===== config.mk =====
export PLATFORM = sky130hd
export DESIGN_NAME = intr_ctrl_flat
export DESIGN_NICKNAME = d
export VERILOG_FILES = /design/src/rtl/intr_ctrl_if.sv /design/src/rtl/intr_ctrl.sv /design/src/flat_wrapper.sv
export SDC_FILE = /design/constraint.sdc
export NUM_CORES = 1
export LEC_CHECK = 0
export ABC_AREA = 1
export CAP_MARGIN = 0
export CORE_MARGIN = 8
export CORE_UTILIZATION = 30
export DETAILED_ROUTE_END_ITERATION = 12
export GPL_ROUTABILITY_DRIVEN = 0
export PLACE_DENSITY = 0.63
export SYNTH_ARGS = -nofsm -noshare
export SYNTH_HDL_FRONTEND = slang
export SYNTH_SLANG_ARGS = --single-unit

===== constraint.sdc =====
create_clock -name clk -period 1.6 [get_ports clk]
set_input_delay 0.32 -clock clk [delete_from_list [all_inputs] [get_ports clk]]
set_output_delay 0.32 -clock clk [all_outputs]
set_load 0.02 [all_outputs]

===== src/rtl/intr_ctrl_if.sv =====
// intr_ctrl_if: request/acknowledge and register-view bundle between intr_ctrl and the control unit
interface intr_ctrl_if #(
    parameter int N_IRQ = 8,
    parameter int ID_W  = 3
);
    logic [N_IRQ-1:0] intr_in;
    logic             en_we;
    logic [N_IRQ-1:0] en_din;
    logic             call_ack;
    logic             ret;
    logic             irq_req;
    logic [ID_W-1:0]  irq_id;
    logic [N_IRQ-1:0] pending;
    logic [N_IRQ-1:0] in_service;
    logic [N_IRQ-1:0] en_mask;
    logic             ret_err;

    modport master (
        output intr_in, en_we, en_din, call_ack, ret,
        input  irq_req, irq_id, pending, in_service, en_mask, ret_err
    );

    modport slave (
        input  intr_in, en_we, en_din, call_ack, ret,
        output irq_req, irq_id, pending, in_service, en_mask, ret_err
    );
endinterface


===== src/rtl/intr_ctrl.sv =====
// intr_ctrl: vectored edge-triggered interrupt controller with priority select and in-service tracking
// INTR_NEST_EN defined enables nested preemption; undefined allows a single in-service level.
module intr_ctrl #(
    parameter int               N_IRQ  = 8,
    parameter int               ID_W   = 3,
    parameter logic [N_IRQ-1:0] EN_RST = {N_IRQ{1'b1}}
) (
    input logic        clk,
    input logic        reset,
    intr_ctrl_if.slave bus
);
    localparam int SW = ID_W + 1;

    logic [N_IRQ-1:0] pending, in_service, en_mask, prev;
    logic             ret_err;
    logic [N_IRQ-1:0] cand, p_hot, s_hot, edges, ack_set, ret_clr;
    logic [ID_W-1:0]  p;
    logic             req, ack, ret_ok;

    // Lowest set index wins: scan from the top so the last hit is the highest priority.
    always_comb begin
        cand  = pending & en_mask;
        p     = '0;
        p_hot = '0;
        s_hot = '0;
        for (int i = N_IRQ - 1; i >= 0; i--) begin
            if (cand[i]) begin
                p        = ID_W'(i);
                p_hot    = '0;
                p_hot[i] = 1'b1;
            end
            if (in_service[i]) begin
                s_hot    = '0;
                s_hot[i] = 1'b1;
            end
        end
    end

`ifdef INTR_NEST_EN
    logic [SW-1:0] s;

    always_comb begin
        s = SW'(N_IRQ);
        for (int i = N_IRQ - 1; i >= 0; i--)
            if (in_service[i]) s = SW'(i);
    end

    assign req = (|cand) && ({1'b0, p} < s);
`else
    assign req = (|cand) && !(|in_service);
`endif

    assign ack     = bus.call_ack & req;
    assign ret_ok  = bus.ret & (|in_service);
    assign edges   = bus.intr_in & ~prev;
    assign ack_set = ack ? p_hot : '0;
    assign ret_clr = ret_ok ? s_hot : '0;

    // A fresh edge re-arms the channel even in the cycle its old request is acknowledged.
    always_ff @(posedge clk) begin
        if (reset) begin
            pending    <= '0;
            in_service <= '0;
            en_mask    <= EN_RST;
            prev       <= '1;
            ret_err    <= 1'b0;
        end else begin
            pending    <= (pending & ~ack_set) | edges;
            in_service <= (in_service & ~ret_clr) | ack_set;
            en_mask    <= bus.en_we ? bus.en_din : en_mask;
            prev       <= bus.intr_in;
            ret_err    <= bus.ret & ~(|in_service);
        end
    end

    assign bus.irq_req    = req;
    assign bus.irq_id     = req ? p : '0;
    assign bus.pending    = pending;
    assign bus.in_service = in_service;
    assign bus.en_mask    = en_mask;
    assign bus.ret_err    = ret_err;
endmodule


===== src/flat_wrapper.sv =====
// flat-port wrapper written by rule: the top's interface ports become plain ports
module intr_ctrl_flat 
#(
    parameter int               N_IRQ  = 8,
    parameter int               ID_W   = 3,
    parameter logic [N_IRQ-1:0] EN_RST = {N_IRQ{1'b1}}
)
  (clk, reset, bus_intr_in, bus_en_we, bus_en_din, bus_call_ack, bus_ret, bus_irq_req, bus_irq_id, bus_pending, bus_in_service, bus_en_mask, bus_ret_err);
  intr_ctrl_if #(.N_IRQ(N_IRQ), .ID_W(ID_W)) bus_i ();
  input logic clk;
  input logic reset;
  input wire logic [$bits(bus_i.intr_in)-1:0] bus_intr_in;
  input wire logic [$bits(bus_i.en_we)-1:0] bus_en_we;
  input wire logic [$bits(bus_i.en_din)-1:0] bus_en_din;
  input wire logic [$bits(bus_i.call_ack)-1:0] bus_call_ack;
  input wire logic [$bits(bus_i.ret)-1:0] bus_ret;
  output wire logic [$bits(bus_i.irq_req)-1:0] bus_irq_req;
  output wire logic [$bits(bus_i.irq_id)-1:0] bus_irq_id;
  output wire logic [$bits(bus_i.pending)-1:0] bus_pending;
  output wire logic [$bits(bus_i.in_service)-1:0] bus_in_service;
  output wire logic [$bits(bus_i.en_mask)-1:0] bus_en_mask;
  output wire logic [$bits(bus_i.ret_err)-1:0] bus_ret_err;
  assign bus_i.intr_in = bus_intr_in;
  assign bus_i.en_we = bus_en_we;
  assign bus_i.en_din = bus_en_din;
  assign bus_i.call_ack = bus_call_ack;
  assign bus_i.ret = bus_ret;
  assign bus_irq_req = bus_i.irq_req;
  assign bus_irq_id = bus_i.irq_id;
  assign bus_pending = bus_i.pending;
  assign bus_in_service = bus_i.in_service;
  assign bus_en_mask = bus_i.en_mask;
  assign bus_ret_err = bus_i.ret_err;
  intr_ctrl #(.N_IRQ(N_IRQ), .ID_W(ID_W), .EN_RST(EN_RST)) u_core (.clk(clk), .reset(reset), .bus(bus_i));
endmodule

Yosys cells after proc, flatten, opt, wreduce, memory -nomap -nowiden
Cells that the tools add are included.
{"block": "classes", "reduce_logical": 4, "n_bitwise": 13, "muxes": 27}
{"cell": "8-bit two-way mux", "n": 18}
{"cell": "8-bit bitwise AND", "n": 4}
{"cell": "3-bit two-way mux", "n": 9}
{"cell": "8-bit inverter", "n": 3}
{"cell": "8-bit OR", "n": 2}
{"cell": "8-bit OR reduction", "n": 2}
{"cell": "1-bit bitwise AND", "n": 3}
{"cell": "1-bit logical AND", "n": 1}
{"cell": "1-bit zero test", "n": 1}
{"cell": "1-bit inverter", "n": 1}
{"block": "totals", "out_inout_bits": 29, "regBits": 33, "inputBits": 21}

Depth between registers and ports, before layout
Gate-level depths: netlist (run 1).
{"block": "logic_depth", "depth_word": 13, "ltp_mapped": 8}

Least setup slack after synthesis (run 1)
Ideal clock, no wire load.
{"block": "synth_path", "kind": "register -> output", "from": "register u_core.en_mask[2] (netlist: u_core.bus.en_mask[2])", "to": "output bus_irq_id[0]", "path_buffers": 0, "stages_incl_launch_ff": 7, "arrival_ps": 1507, "slack_ps": -227, "cell_sequence": "dfxtp_1 > nand2_1 > nand2_1 > nor2_4 > nand2_2 > nand2_4 > a211oi_1"}
{"block": "synth_via", "elab_chain_cells": 5, "word_cells_on_any_way": 7}
{"item": "start, declared", "line": "intr_ctrl.sv:14", "source": "logic [N_IRQ-1:0] pending, in_service, en_mask, prev;"}
{"item": "start signal, assigned", "line": "intr_ctrl.sv:70", "source": "en_mask <= bus.en_we ? bus.en_din : en_mask;"}
{"item": "8-bit bitwise AND (*)", "line": "intr_ctrl.sv:22", "source": "cand = pending & en_mask;"}
{"item": "3-bit two-way mux (3 in series)", "line": "intr_ctrl.sv:27", "source": "if (cand[i]) begin"}
{"item": "3-bit two-way mux (*)", "line": "intr_ctrl.sv:77", "source": "assign bus.irq_id = req ? p : '0;"}
{"item": "end, declared", "line": "flat_wrapper.sv:18", "source": "output wire logic [$bits(bus_i.irq_id)-1:0] bus_irq_id;"}
Every way passes the cells marked *; elsewhere a longest branch is shown, timed or not.

Worst setup path after layout (run 1)
{"block": "layout_path", "from": "register u_core.in_service[6] (netlist: u_core.bus.in_service[6])", "to": "output bus_irq_id[0]"}
{"block": "layout_via", "elab_chain_cells": 4}
{"item": "start, declared", "line": "intr_ctrl.sv:14"}
{"item": "start signal, assigned", "line": "intr_ctrl.sv:69", "source": "in_service <= (in_service & ~ret_clr) | ack_set;"}
{"item": "8-bit OR reduction", "line": "intr_ctrl.sv:50", "source": "assign req = (|cand) && !(|in_service);"}
{"item": "1-bit zero test", "line": "intr_ctrl.sv:50"}
{"item": "1-bit logical AND", "line": "intr_ctrl.sv:50"}
{"item": "3-bit two-way mux", "line": "intr_ctrl.sv:77"}
No other way between the ends.

==> metrics.md, run 1 <==
| Metric | Value |
|---|---|
| N_diodes | `0` |
| Via count | `1,520` |
| P&R area growth vs syn | `72.0%` |
| Worst VDD drop | `0.000451 V` |
| Die H | `85.0 um` |
| PortBufs | `49` |
| Tcrit/Tclk final | `107%` |
| Synth warnings | `0` |
| Final wirelength | `3920 um` |
| Routed Antenna Nets | `0` |
| Final worst path period need | `1.72 ns` |
| Latest clock arrival within the worst-skew pair | `0.28 ns` |
| Hold Path End | `u_core.bus.pending[1]$_SDFF_PP0_` |
| Grt total ovfl | `0` |
| Vias in the first global route | `1,522` |
| Share of the synthesized area in the top cell type | `46.2%` |
| Count of hold-fix buffers inserted at cts | `0` |
| Max Cap Violations | `0` |
| Seq/Total Area, Yosys | `46.2%` |
| Die width | `85.0 um` |
| R2r startpoint | `u_core.bus.pending[3]$_SDFF_PP0_` |
| Slew headroom | `84.9%` |
| CP max FO | `4` |
| HPWL Detailed | `3180 um` |
| Mapped Nets | `214` |
| Final Setup Violations | `4` |
| CTS root buf | `clkbuf_8` |
| Die ar. | `7230 sq um` |
| CTS Buf Count | `5` |
| Cell Pwr Density | `844 nW/um^2` |
| Finished Layout Cells | `349` |
| Fin nets | `315` |
| Hold depth | `2` |
| Drt via density | `4.36` |
| Yosys cell types | `24` |
| Final Util | `52.7%` |
| DR WL/cell | `11.2 um` |
| Setup CP Type | `reg -> out` |
| CTS Buffer Depth | `2` |
| CTS tree | `built` |
| HP Start | `u_core.prev[1]$_SDFF_PP1_` |
| Mapped cell area | `1430 sq um` |
| Post-synth top area cell | `dfxtp_1` |
| Cell leakage power | `1.21 nW` |
| Starting Density | `30.7%` |
| Syn Inst Count | `193` |
| FP Rows | `25` |
| CP startpoint kind | `flop` |
| # placed instances | `340` |
| Drt initial violations | `40` |
| Fin. Hold Viols | `0` |
| I/O pin count | `50` |
| Sink Count | `33` |
| RSZ-0062 raised after global routing | `yes` |
| Share of layout cells above drive strength 1 | `32.2%` |
| Hold WC Path Type | `reg -> reg` |
| Register-to-Register Path Depth | `9` |
| Post-route clock skew | `0.00273 ns` |
| Detailed Routing Iterations Pass 1 | `4` |
| Pre-CTS setup slack | `-0.312 ns` |
| Core Area | `4660 sq um` |
| CP Data Required Time | `1.28 ns` |
| Pins Over Slew Limit | `0` |
| Status | `finished with violations` |
| Failing checks | `negative setup slack` |
| Syn avg cell area | `7.40 sq um` |
| First-pass GRT wire length | `6800 um` |
| Worst r2r dst | `u_core.bus.pending[4]$_SDFF_PP0_` |
| Final WS setup | `-0.120 ns` |
| DRC viols | `0` |
| Actual slew at the worst max-slew pin | `0.224 ns` |
| Critical Path AT | `1.40 ns` |
| Fmax achieved | `581 MHz` |
| Reg clk slew, reported paths | `0.06 ns` |
| CTS HTree Levels | `2` |
| Pin count of the biggest net entering global routing | `19` |
| Endpoint type of the worst setup path | `output port` |
| FF-to-FF setup slack | `0.22 ns` |
| Sum Neg Setup Slack | `-0.397 ns` |
| Seq cells post-synth | `33` |
| Largest cells by area after synthesis | `dfxtp_1 46%, nand2_1 12%, inv_1 7.6%, a21oi_1 6.3%, nand3_1 4.9%` |
| Global-route usage over all layers | `11.8%` |
| Initial antenna violation count | `0` |
worst max path at each step:
stage	slack [ns]	startpoint	end	depth (start not counted)
6_report	-0.12	u_core.bus.in_service[6]$_SDFF_PP0_	bus_irq_id[0]	6
5_1_grt	-0.23	u_core.bus.en_mask[6]$_SDFFE_PP1P_	bus_irq_id[0]	8
4_1_cts	-0.12	u_core.bus.in_service[0]$_SDFF_PP0_	bus_irq_id[0]	6
3_5_place_dp	-0.31	u_core.bus.in_service[7]$_SDFF_PP0_	bus_irq_id[0]	6
3_3_place_gp	-0.32	u_core.bus.in_service[7]$_SDFF_PP0_	bus_irq_id[0]	6
2_1_floorplan	-0.05	u_core.bus.en_mask[1]$_SDFFE_PP1P_	bus_irq_id[0]	6
synth_stat cells:
master	instances
dfxtp_1	33
o21ai_1	1
nand2_4	1
buf_2	1
clkbuf_1	3
nand3_4	1
inv_2	1
nor2_1	12
nor3_1	5
nor2_4	1
o21ai_0	2
nand3b_1	2
nand4_1	5
nor2_8	1
a21oi_1	18
nand3_1	14
o21bai_1	3
nand2_1	45
inv_1	29
or2_2	8
a211oi_1	1
nor2_2	2
o31ai_1	1
nand2_2	3
what timing repair did:
item | in CTS | in global routing
gates resized for setup | 53 | 14
pin swaps | 2 | 9
buffers inserted | 0 | 1
hold endpoints to repair | 0 | 0
endpoints found under the setup margin | 28 | 4
metrics by stage:
| step | power, mW | cell area [sq um] | hold WS (ns) |
|---|---|---|---|
| 2_1_floorplan | 1.17 | 1440 | 0.412 |
| 3_3_place_gp | 1.49 | 2350 | 0.472 |
| 3_5_place_dp | 1.49 | 2350 | 0.479 |
| 4_1_cts | 2.07 | 2410 | 0.488 |
| 5_1_grt | 2.20 | 2460 | 0.502 |
| 6_report | 2.07 | 2460 | 0.486 |
cell families (layout without fill, tap and decap cells):
| family | count (synthesis) | count (layout) | share of synthesized area [%] |
|---|---|---|---|
| compound gates | 26 | 26 | 9.98 |
| flops | 33 | 33 | 46.2 |
| buf+inv | 34 | 136 | 9.02 |
| simple gates | 100 | 100 | 34.8 |
routing by layer:
layer  up-vias  track usage (%)  share of wire [%]
li1        816                -                  -
met1       658             13.6                 47
met2        41             18.9                 46
met3         5             5.12                6.8
met4         0             3.88                1.0
met5         -                0                  0
placed cells by master (no fill, tap or decap), types with 7 or more instances in the layout:
master	count
inv_1	27
buf_4	50
nor2_1	9
or2_2	8
nand3_1	13
dfxtp_1	28
nand2_2	7
clkdlybuf4s50_1	21
nand2_1	41
a21oi_1	17
dlygate4sd2_1	24
registers in the layout (all words and copies together), names as in the netlist:
signal                 cells
u_core.bus.en_mask         8
u_core.bus.in_service      8
u_core.bus.pending         8
u_core.bus.ret_err         1
u_core.prev                8
where the power goes:
group | internal [mW] | switching (mW)
Clock | 0.309 | 0.281
Sequential | 0.866 | 0.0213
Combinational | 0.295 | 0.302
layout make-up:
cell class | instances | area, sq um
fill | 454 | 2200
inverter | 30 | 115
multi-input combinational | 126 | 698
sequential | 33 | 667
tap | 54 | 67.6
clock buffer | 8 | 80.1
timing repair buffer | 98 | 830
worst max-delay path, cell delays in order, from the launching register on:
cell and delay [ns]:
dfxtp_2 0.32, nor2_2 0.11, nand3_2 0.13, nor2_8 0.16, nand2_4 0.08, a211oi_2 0.15, buf_4 0.17
(Power assumes the default switching activity.)
==> run 2, diff against run 1 <==
- CORE_MARGIN: 8 -> default
- HOLD_SLACK_MARGIN: default -> 0.08
==> metrics.md, run 2 (synthesized netlist as in run 1, its figures left out) <==
| Metric | Value |
|---|---|
| N_diodes | `0 (unchanged)` |
| Initial antenna violation count | `0 (unchanged)` |
| Reg clk slew, reported paths | `0.06 ns (about the same)` |
| Drt initial violations | `50 (+25%)` |
| CTS tree | `built` |
| Slowest CP cell | `dfxtp_2` |
| Max Cap Violations | `0 (unchanged)` |
| RSZ-0062 raised after global routing | `yes` |
| Latest clock arrival within the worst-skew pair | `0.28 ns (about the same)` |
| CTS Buffer Depth | `2 (unchanged)` |
| Fin. Hold Viols | `0 (unchanged)` |
| Routed Antenna Nets | `0 (unchanged)` |
| Final worst path period need | `1.76 ns (+0.0372 ns)` |
| Die H | `71.0 um (-16%)` |
| Starting Density | `31.9% (+1.3 points)` |
| Worst VDD drop | `0.000484 V (+7.4%)` |
| DRC viols | `0 (unchanged)` |
| Detailed Routing Iterations Pass 1 | `6 (+2)` |
| Top Metal Used | `met4` |
| CP startpoint kind | `flop` |
| Tcrit/Tclk final | `110% (+2.3 points)` |
| Sum Neg Setup Slack | `-0.432 ns (-0.0347 ns)` |
| CP peak stage delay | `0.33 ns (about the same)` |
| Share of layout cells above drive strength 1 | `36.7% (+4.5 points)` |
| Failing checks | `negative setup slack` |
| P&R area growth vs syn | `78.4%` |
| Critical path, cell by cell | `nand2_2, inv_2, nor2_4, nand2_2, nand3_2, nand2_2, a211oi_2, buf_4` |
| Status | `finished with violations` |
| FP Rows | `24 (-4.0%)` |
| Sink Count | `33 (unchanged)` |
| Area of placed instances | `2360 sq um (+0.43%)` |
| Post-route clock skew | `0.00294 ns (+0.000204 ns)` |
| DR WL/cell | `11.0 um (-1.8%)` |
| CP max FO | `2 (-2)` |
| Final Setup Violations | `4 (unchanged)` |
| Hold WC Path Type | `reg -> reg` |
| Grt total ovfl | `0 (unchanged)` |
| Worst path bufs/invs | `2 (+1)` |
| Setup CP Type | `reg -> out` |
| Worst path top cell family by delay | `simple AND/OR/NAND/NOR gates` |
| Final wirelength | `3880 um (-1.0%)` |
| Endpoint type of the worst setup path | `output port` |
| CP Data Required Time | `1.28 ns (about the same)` |
| Pin count of the biggest net entering global routing | `14 (-5)` |
| Met3 routed wirelength | `191 um (-29%)` |
| Pins Over Slew Limit | `0 (unchanged)` |
| Final WS setup | `-0.157 ns (-0.0372 ns)` |
| I/O pin count | `50 (unchanged)` |
| DRT met1 WL | `1740 um (-4.8%)` |
| Slew headroom | `84.9% (about the same)` |
| HPWL Detailed | `2920 um (-8.3%)` |
| Critical Path AT | `1.44 ns (+0.04 ns)` |
| Actual slew at the worst max-slew pin | `0.225 ns (+0.000828 ns)` |
| Fin nets | `320 (+1.6%)` |
| DR WL met2 | `1870 um (+4.9%)` |
| Post-route cell area | `2550 sq um (+3.7%)` |
| Global-route usage over all layers | `16.0% (+4.3 points)` |
| CTS Buf Count | `5 (unchanged)` |
| Cell repeated most along the worst path | `nand2_2` |
| Vias in the first global route | `1,483 (-2.6%)` |
| Cell leakage power | `1.26 nW (+4.4%)` |
| PortBufs | `49 (unchanged)` |
| Core Area | `4470 sq um (-4.0%)` |
| Fmax achieved | `569 MHz (-2.1%)` |
| Commonest non-fill, non-tap cell in the layout | `buf_4` |
| Most frequent cells in the layout | `54 x buf_4, 33 x nand2_1, 29 x dfxtp_1` |
| Via count | `1,580 (+3.9%)` |
| Die width | `71.0 um (-16%)` |
| CTS root buf | `clkbuf_8` |
| Die ar. | `5040 sq um (-30%)` |
| Cell Pwr Density | `870 nW/um^2 (+3.1%)` |
| CTS HTree Levels | `2 (unchanged)` |
| First-pass GRT wire length | `6340 um (-6.7%)` |
| Drt via density | `4.49 (+3.1%)` |
| Count of hold-fix buffers inserted at cts | `0 (unchanged)` |
| Final Util | `57.0% (+4.2 points)` |
run 2: area by class of cell:
class | instances | area [sq um]
multi-input combinational | 126 | 722
sequential | 33 | 666
clock inverter | 1 | 5.00
fill | 425 | 1930
inverter | 30 | 115
timing repair buffer | 103 | 880
tap | 52 | 65.1
clock buffer | 7 | 96.3
run 2: power by group:
part | switching [mW] | total [mW] | internal [mW]
clock | 0.292 | 0.681 | 0.388
sequential | 0.0238 | 0.889 | 0.866
combinational | 0.315 | 0.646 | 0.332
total | 0.631 | 2.22 | 1.59
run 2: path summary, 6_finish.rpt:
path | startpoint | to | slack, ns | depth (start not counted)
setup reg to reg | u_core.bus.pending[1]$_SDFF_PP0_ | u_core.bus.in_service[0]$_SDFF_PP0_ | 0.06 | 12
setup / recovery | u_core.bus.en_mask[6]$_SDFFE_PP1P_ | bus_irq_id[0] | -0.16 | 8
hold reg to reg | u_core.prev[0]$_SDFF_PP1_ | u_core.bus.pending[0]$_SDFF_PP0_ | 0.49 | 2
hold / removal | u_core.prev[0]$_SDFF_PP1_ | u_core.bus.pending[0]$_SDFF_PP0_ | 0.49 | 2
run 2: metrics by stage:
step | hold WS (ns) | setup slack (ns) | power, mW | instances
after floorplan | 0.412 | -0.0510 | 1.17 | 193
after global placement | 0.473 | -0.317 | 1.48 | 338
after detailed placement | 0.487 | -0.293 | 1.49 | 338
after CTS | 0.495 | -0.122 | 2.19 | 348
after global routing | 0.513 | -0.206 | 2.33 | 352
final | 0.489 | -0.157 | 2.22 | 352
run 2: repair_timing:
action	CTS	global route
setup endpoints to repair	28	4
pin swaps	3	6
buffers inserted	2	4
gates resized for setup	59	15
run 2: worst register-to-register path: stages (launching register included):
cell and delay, ns:
dfxtp_1 0.33, nand2_2 0.09, nand2_2 0.08, nor2_4 0.13
nand2_2 0.08, nand2_4 0.09, buf_6 0.10, inv_4 0.03
buf_4 0.12, buf_4 0.12, buf_4 0.12, nand3_1 0.07
a21oi_1 0.06
run 2: layer usage:
metal | track usage [%] | up-vias
met5 | 0 | -
met4 | 6.00 | 0
met3 | 3.99 | 7
met2 | 27.1 | 46
met1 | 19.7 | 703
li1 | - | 824
